`src/rtl/exp3_apresentador_sequencia.sv`:
```
// Plays the stored reference sequence on the LEDs before a round: each ROM entry
// is lit for TEMPO_ON cycles, followed by a blank gap of TEMPO_OFF cycles.
module exp3_apresentador_sequencia #(
  parameter int TEMPO_ON   = 1000,
  parameter int TEMPO_OFF  = 250,
  parameter int N_POSICOES = 16
) (
  input  logic       clock,
  input  logic       reset,
  input  logic       iniciar,
  output logic [3:0] leds,
  output logic       apresentando,
  output logic       pronto,
  output logic [3:0] db_endereco,
  output logic [3:0] db_estado
);

  localparam int TMAX = (TEMPO_ON > TEMPO_OFF) ? TEMPO_ON : TEMPO_OFF;
  localparam int TW   = (TMAX > 1) ? $clog2(TMAX) : 1;
  localparam logic [TW-1:0] ON_LAST   = TW'(TEMPO_ON - 1);
  localparam logic [TW-1:0] OFF_LAST  = TW'(TEMPO_OFF - 1);
  localparam logic [3:0]    ADDR_LAST = 4'(N_POSICOES - 1);

  typedef enum logic [3:0] {
    INICIAL    = 4'h0,
    PREPARACAO = 4'h1,
    MOSTRA     = 4'h2,
    APAGA      = 4'h3,
    PROXIMO    = 4'h4,
    FIM        = 4'hF
  } estado_t;

  estado_t       state_q, state_d;
  logic [TW-1:0] timer_q, timer_d;
  logic [3:0]    addr_q, addr_d;

  // Same sequence contents as the switch-comparison datapath ROM.
  function automatic logic [3:0] rom_read(input logic [3:0] a);
    logic [3:0] v;
    case (a)
      4'h0: v = 4'h1;
      4'h1: v = 4'h2;
      4'h2: v = 4'h4;
      4'h3: v = 4'h8;
      4'h4: v = 4'h4;
      4'h5: v = 4'h2;
      4'h6: v = 4'h1;
      4'h7: v = 4'h1;
      4'h8: v = 4'h2;
      4'h9: v = 4'h2;
      4'hA: v = 4'h4;
      4'hB: v = 4'h4;
      4'hC: v = 4'h8;
      4'hD: v = 4'h8;
      4'hE: v = 4'h1;
      4'hF: v = 4'h4;
      default: v = 4'h0;
    endcase
    return v;
  endfunction

  // State, timer and address registers.
  always_ff @(posedge clock or negedge reset) begin
    if (!reset) begin
      state_q <= INICIAL;
      timer_q <= '0;
      addr_q  <= 4'h0;
    end else begin
      state_q <= state_d;
      timer_q <= timer_d;
      addr_q  <= addr_d;
    end
  end

  // Next-state logic; iniciar is only looked at in inicial and fim.
  always_comb begin
    state_d = state_q;
    timer_d = timer_q;
    addr_d  = addr_q;
    case (state_q)
      INICIAL: begin
        if (iniciar) state_d = PREPARACAO;
        else         state_d = INICIAL;
      end
      PREPARACAO: begin
        addr_d  = 4'h0;
        timer_d = '0;
        state_d = MOSTRA;
      end
      MOSTRA: begin
        if (timer_q == ON_LAST) begin
          timer_d = '0;
          state_d = APAGA;
        end else begin
          timer_d = timer_q + TW'(1);
        end
      end
      APAGA: begin
        if (timer_q == OFF_LAST) begin
          timer_d = '0;
          // The address stops at the last entry instead of wrapping.
          if (addr_q == ADDR_LAST) state_d = FIM;
          else                     state_d = PROXIMO;
        end else begin
          timer_d = timer_q + TW'(1);
        end
      end
      PROXIMO: begin
        addr_d  = addr_q + 4'h1;
        state_d = MOSTRA;
      end
      FIM: begin
        if (iniciar) state_d = PREPARACAO;
        else         state_d = FIM;
      end
      default: begin
        state_d = INICIAL;
        timer_d = '0;
        addr_d  = 4'h0;
      end
    endcase
  end

  // Moore output decode from the registered state and address.
  always_comb begin
    leds         = 4'h0;
    apresentando = 1'b0;
    pronto       = 1'b0;
    case (state_q)
      MOSTRA: begin
        leds         = rom_read(addr_q);
        apresentando = 1'b1;
      end
      APAGA:   apresentando = 1'b1;
      PROXIMO: apresentando = 1'b1;
      FIM:     pronto       = 1'b1;
      default: begin
        leds         = 4'h0;
        apresentando = 1'b0;
        pronto       = 1'b0;
      end
    endcase
  end

  assign db_endereco = addr_q;
  assign db_estado   = state_q;

endmodule

```
`config.mk`:
```
export PLATFORM = sky130hd
export DESIGN_NAME = exp3_apresentador_sequencia
export DESIGN_NICKNAME = d
export VERILOG_FILES = /design/src/rtl/exp3_apresentador_sequencia.sv
export SDC_FILE = /design/constraint.sdc
export NUM_CORES = 1
export LEC_CHECK = 0
export ABC_CLOCK_PERIOD_IN_PS = 2600
export CORE_ASPECT_RATIO = 0.7
export CORE_MARGIN = 2
export CORE_UTILIZATION = 45
export CTS_BUF_LIST = sky130_fd_sc_hd__clkbuf_2
export CTS_CLUSTER_DIAMETER = 150
export DETAILED_ROUTE_END_ITERATION = 8
export GPL_ROUTABILITY_DRIVEN = 0
export GPL_TIMING_DRIVEN = 0
export PLACE_DENSITY = 0.67
export SETUP_SLACK_MARGIN = 0.15
export SLEW_MARGIN = 10
export SYNTH_ARGS = -nofsm -noshare
export SYNTH_HDL_FRONTEND = slang
export SYNTH_SLANG_ARGS = --single-unit
```
`constraint.sdc`:
```
create_clock -name clock -period 2.6 [get_ports clock]
set_input_delay 0.26 -clock clock [delete_from_list [all_inputs] [get_ports clock]]
set_output_delay 0.26 -clock clock [all_outputs]
set_load 0.01 [all_outputs]
```
==> metrics.yaml, run 1 <==
yosysUniqueCellTypes: 42
cp_max_fo: 7
initial_core_util_pct: 46.2
pre_cts_ws_ps: 426
cts-buffers-inserted: 3
holdBufCountCts: 0
clk_pin_slew_worst_paths_ps: 170
syn_nets: 160
drive_gt1_share_pct: 10.4
critPathKind: "reg2out"
clock_path_buffers: 2
drc: 0
tightest_slew_ps: 815
setup_violations: 0
dr.pass1.iters: 4
finalMaxSlewViolations: 0
tns_ps: 0
synth.avg_cell_area_um2: 8.45
area_growth_pct: 20.5
die_area_um2: 3260
synth_edf_count: 0
rsz0062_at_grt: "false"
post_drt_via_cell_ratio: 6.02
synth_simple_gate_area_share_pct: 25.4
clk_latency_ps: 300
fin_nets: 184
cp-end-kind: "output port"
die_h_um: 48.4
postRouteAntennaNets: 0
crit_chain: "or4b_4, a21oi_1, clkdlybuf4s50_1"
clockRootBuffer: "clkbuf_2"
crit_arrival_ps: 2070
cts_tree: "done"
maxCapViolCount: 0
vdd_drop_max_mv: 0.230
syn_area_um2: 1270
crit_slowest_cell: "or4b_4"
final_core_util_pct: 55.7
power.leakage_nw: 0.631
n_antenna_cell: 0
std_cell_rows: 16
relSlewSlack_pct: 45.5
synth_xor_area_share_pct: 0
power_density_nw_per_um2: 269
drt_iter0_drc: 51
ys.flop_type: "dfrtp_1"
final_common_cell: "nand2_1"
routed_wl_mm: 3.08
hp-class: "in2async"
track_usage_pct: 20.8
fin_ws_ps: 269
chipWidth_um: 67.4
overflow: 0
netlist_instances: 150
synth.area.mux_share_pct: 3.36
grt_pass1_wl_mm: 5.34
worst-endpoint-required_ps: 2340
ys_ff_latch: 18
hpwlAfterDp_mm: 2.25
htree_levels: 1
fin_total_pwr_uw: 410
yosysSeqAreaShare_pct: 35.5
grt_pass1_vias: 1189
synth_compound_area_share_pct: 23.0
grt_max_degree: 19
ys_async_sr_fraction_pct: 100
synth_adder_area_share_pct: 6.91
period_share_pct: 89.7
layout_common_cells: "nand2_1 (19), dfrtp_1 (15), clkdlybuf4s50_1 (14), nor2_1 (10)"
hold_violations: 0
grt_antenna_before_repair: 0
routed-via-count: 1258
yosysWarnings: 0
wl_per_cell_um: 14.7
core_um2: 2740
status: "completed"
synth_top_family_by_area: "simple AND/OR/NAND/NOR gates"
skew_ps: 4.52
critical_path.max_stage_delay_ps: 590
cts.sinks: 18
worstSetupStartpointType: "register"
ioPinCount: 17
finalWorstPathRequiredPeriod_ps: 2330
portBuffers: 16
fmax_mhz: 429
==> worst max-delay path, delay by kind of cell, from the launching register on <==
kind,cells,cell delay [ps]
flip-flops,1,490
AO/OA/AOI/OAI,1,140
AND/OR/NAND/NOR,1,590
buffers and inverters,1,550
==> stage by stage <==
stage                     hold WS (ps)  cells  cell area, µm²
after floorplan                  -35.6    150            1270
after global placement             523    202            1470
after detailed placement           542    202            1470
after CTS                          427    206            1500
after global routing               440    209            1530
final                              399    209            1530
==> per-layer routing <==
layer  vias to the layer above  track usage [%]  wire length, µm
met5                         -                0                0
met4                         0             2.72               16
met3                         2             4.88              146
met2                        34             31.0             1350
met1                       615             31.5             1560
li1                        607                -                -
==> logic make-up after synthesis <==
kind of cell    Yosys count
flops                    18
buf+inv                  17
simple gates             62
mux                       3
compound gates           43
fa+ha+maj                 7
==> synthesized netlist by cell type, drive strengths merged, types with 2 or more instances <==
| library cell | number | share of area, % |
|---|---|---|
| o211ai | 7 | 4.1 |
| o2111a | 2 | 1.8 |
| o221ai | 2 | 1.4 |
| nor2b | 3 | 1.5 |
| nor2 | 10 | 3.0 |
| a211oi | 2 | 1.2 |
| buf | 3 | 1.7 |
| a21oi | 8 | 3.2 |
| o22ai | 3 | 1.5 |
| nor3 | 8 | 3.2 |
| ha | 7 | 6.9 |
| dfrtp | 18 | 36 |
| inv | 7 | 2.1 |
| a31oi | 2 | 0.99 |
| mux2i | 2 | 1.6 |
| or2 | 2 | 0.99 |
| and4 | 2 | 1.6 |
| and3 | 2 | 0.99 |
| nand3 | 6 | 2.4 |
| o21ai | 9 | 3.6 |
| clkbuf | 7 | 2.1 |
| nor4 | 2 | 0.99 |
| o2bb2ai | 2 | 1.4 |
| nand2 | 19 | 5.6 |
==> what timing repair did <==
action	CTS	global route
setup endpoints to repair	2	2
gates resized for setup	2	7
hold endpoints to repair	0	0
setup buffers	0	3
==> where the power goes <==
part | switching (mW) | total, mW | internal [mW]
logic | 0.00597 | 0.00880 | 0.00282
registers | 0 | 0.280 | 0.280
clock network | 0.0879 | 0.121 | 0.0334
total | 0.0939 | 0.410 | 0.316
==> state kept, by name (all words and copies together) (netlist names) <==
register / cells
timer_q: 10
db_endereco: 4
db_estado: 4
==> cell type report <==
class	count	area [µm²]
clock buffers	3	15.0
clock inverters	1	3.75
flip-flops and latches	18	454
fillers	241	1210
multi-input cells	115	747
well taps	36	45.0
repair buffers	19	188
plain buffers	10	48.8
inverters	7	26.3
==> worst paths after layout <==
kind | startpoint | to | cells past startpoint | slack [ps]
max | db_estado[0] | leds[3] | 3 | 270
min in group clock | timer_q[0] | timer_q[0] | 1 | 560
min | reset | timer_q[1] | 1 | 400
min reg2reg | timer_q[0] | timer_q[0] | 1 | 560
max reg2reg | timer_q[0] | db_estado[3] | 5 | 480
max in group asynchronous | reset | db_endereco[0] | 1 | 1650
(Power assumes the default switching activity.)
==> inputs of run 2 (changes only) <==
--- a/config.mk
+++ b/config.mk
@@ -8,15 +8,16 @@
 export ABC_CLOCK_PERIOD_IN_PS = 2600
 export CORE_ASPECT_RATIO = 0.7
 export CORE_MARGIN = 2
-export CORE_UTILIZATION = 45
+export CORE_UTILIZATION = 60
 export CTS_BUF_LIST = sky130_fd_sc_hd__clkbuf_2
 export CTS_CLUSTER_DIAMETER = 150
+export CTS_CLUSTER_SIZE = 14
 export DETAILED_ROUTE_END_ITERATION = 8
 export GPL_ROUTABILITY_DRIVEN = 0
 export GPL_TIMING_DRIVEN = 0
-export PLACE_DENSITY = 0.67
+export PLACE_DENSITY = 0.86
 export SETUP_SLACK_MARGIN = 0.15
-export SLEW_MARGIN = 10
+export SLEW_MARGIN = 5
 export SYNTH_ARGS = -nofsm -noshare
 export SYNTH_HDL_FRONTEND = slang
 export SYNTH_SLANG_ARGS = --single-unit
==> run 2 against run 1 <==
Net effect: worst hold slack better by 10 ps; clock skew is 2.6 ps lower; highest routed layer unchanged; critical path depth stayed put; the flow now finishes with violations (DRC).
==> metrics.yaml, run 2 (synthesis results as in run 1) <==
dp_cells: 188  # -6.9%
final_core_util_pct: 79.1  # +23 points
drt_iter0_drc: 125  # +150%
p_comb_share_pct: 2.2  # about the same
relSlewSlack_pct: 45.6  # +0.13 points
status: "complete, but fails checks"
cp_max_fo: 7  # unchanged
wl_per_cell_um: 15.9  # +7.9%
drive_gt1_share_pct: 10.4  # unchanged
core_um2: 1920  # -30%
largest_reg_flops: 10  # unchanged
hp-class: "in2async"
clock_power_share_pct: 28.4  # -1.2 points
hold_violations: 0  # unchanged
cts_tree: "done"
worstSetupStartpointType: "register"
grt_pass1_wl_mm: 5.24  # -1.9%
cts.sinks: 18  # unchanged
n_antenna_cell: 0  # unchanged
vdd_drop_max_mv: 0.216  # -6.2%
track_usage_pct: 27.1  # +6.3 points
dpl_cell_area_um2: 1460  # -1.2%
overflow: 0  # unchanged
routed-via-count: 1271  # +1.0%
die_area_um2: 2500  # -23%
critPathKind: "reg2out"
dr.pass1.iters: 6  # +2
nFillCells: 130  # -46%
worst-endpoint-required_ps: 2340  # about the same
post_drt_via_cell_ratio: 6.52  # +8.3%
seq_power_share_pct: 69.4  # +1.1 points
tightest_slew_ps: 813  # -1.92 ps
clk_pin_slew_worst_paths_ps: 160  # about the same
maxCapViolCount: 0  # unchanged
register_area_um2: 454  # unchanged
drc: 2  # +2
die_h_um: 42.5  # -12%
largest_register: "timer_q"
crit_arrival_ps: 2120  # +50 ps
ioPinCount: 17  # unchanged
cts-buffers-inserted: 3  # unchanged
period_share_pct: 91.4  # +1.7 points
power.switching_uw: 89.4  # -4.9%
grt_pass1_vias: 1160  # -2.4%
grt_antenna_before_repair: 0  # unchanged
postRouteAntennaNets: 0  # unchanged
layout_common_cells: "nand2_1 (19), clkdlybuf4s50_1 (16), dfrtp_1 (15), nor2_1 (10)"
internal_power_uw: 314  # -0.64%
fmax_mhz: 421  # -1.9%
htree_levels: 1  # unchanged
tns_ps: 0  # unchanged
skew_ps: 1.96  # -2.56 ps
chipWidth_um: 58.9  # -13%
power.leakage_nw: 0.634  # +0.47%
violations: "DRC"
area_growth_pct: 19.8
finalMaxSlewViolations: 0  # unchanged
finalWorstPathRequiredPeriod_ps: 2380  # +44.3 ps
grt_max_degree: 19  # unchanged
initial_core_util_pct: 66.0  # +20 points
setup_violations: 0  # unchanged
rsz0062_at_grt: "true"
routed_wl_mm: 3.10  # +0.72%
hpwlAfterDp_mm: 2.28  # +1.3%
clockRootBuffer: "clkbuf_2"
power_density_nw_per_um2: 266  # -1.0%
cp-end-kind: "output port"
multi_input_area_um2: 752  # +0.67%
layoutNonFillerInstCount: 195  # -6.7%
final_common_cell: "nand2_1"
stdcell_area_um2: 1520  # -0.57%
clk_latency_ps: 290  # about the same
portBuffers: 16  # unchanged
std_cell_rows: 13  # -3
switching_share_pct: 22.1  # -0.76 points
fin_nets: 185  # +0.54%
whs_ps: 409  # +10.1 ps
clock_path_buffers: 2  # unchanged
## run 2: changes by cell type in the layout (fill, tap and decap cells not counted)
cell | before | now
a211oi_1 | 2 | 1
a211oi_2 | 0 | 1
inv_2 | 1 | 0
dlymetal6s2s_1 | 2 | 1
clkinv_1 | 1 | 0
clkdlybuf4s50_1 | 14 | 16
inv_1 | 6 | 7
## run 2: final timing paths
check | start | end | slack [ps] | depth (start not counted)
hold reg to reg | timer_q[0] | timer_q[0] | 540 | 1
hold / removal | reset | timer_q[7] | 410 | 1
setup / recovery | db_estado[0] | leds[0] | 220 | 3
setup reg to reg | timer_q[0] | timer_q[5] | 510 | 5
max in group asynchronous | reset | db_estado[0] | 1640 | 1
min in group clock | timer_q[0] | timer_q[0] | 540 | 1
## run 2: repair_timing
action	in CTS	in global routing
endpoints found under the hold margin	0	0
endpoints found under the setup margin	2	2
setup buffers	0	4
hold buffers	0	0
resized for setup	3	4
## run 2: per-layer routing
| layer | global-route usage, % | part of all wire, % |
|---|---|---|
| met2 | 40.2 | 44 |
| met1 | 39.0 | 45 |
| met5 | 0 | 0 |
| met4 | 5.00 | 0.90 |
| met3 | 8.33 | 9.1 |
## run 2: cell type report
type                            instances  area share (%)
Inverter                                7            1.73
Clock buffer                            3           0.988
Timing Repair Buffer                   20            12.9
Multi-Input combinational cell        115            49.5
Sequential cell                        18            29.9
Tap cell                               22            1.81
Buffer                                 10            3.21
## run 2: power by group through the flow
| stage | Combinational (mW) | Sequential, mW | Clock, mW |
|---|---|---|---|
| 2_1_floorplan | 0.000359 | 0.285 | 0 |
| 6_report | 0.00880 | 0.280 | 0.115 |
| 4_1_cts | 0.00934 | 0.280 | 0.116 |
| 5_1_grt | 0.0103 | 0.280 | 0.125 |
| 3_3_place_gp | 0.00890 | 0.285 | 0 |
| 3_5_place_dp | 0.00928 | 0.285 | 0 |
## run 2: through the flow
step                setup slack (ps)  total power, mW
CTS                              149            0.406
global placement                 473            0.294
detailed placement               432            0.295
floorplan                        777            0.286
global route                     148            0.416
finish                           224            0.404
## run 2: critical path, stage by stage, from the launching register on
cell	delay, ps
dfrtp_2	480
or4b_4	600
a211oi_2	170
clkdlybuf4s50_1	570
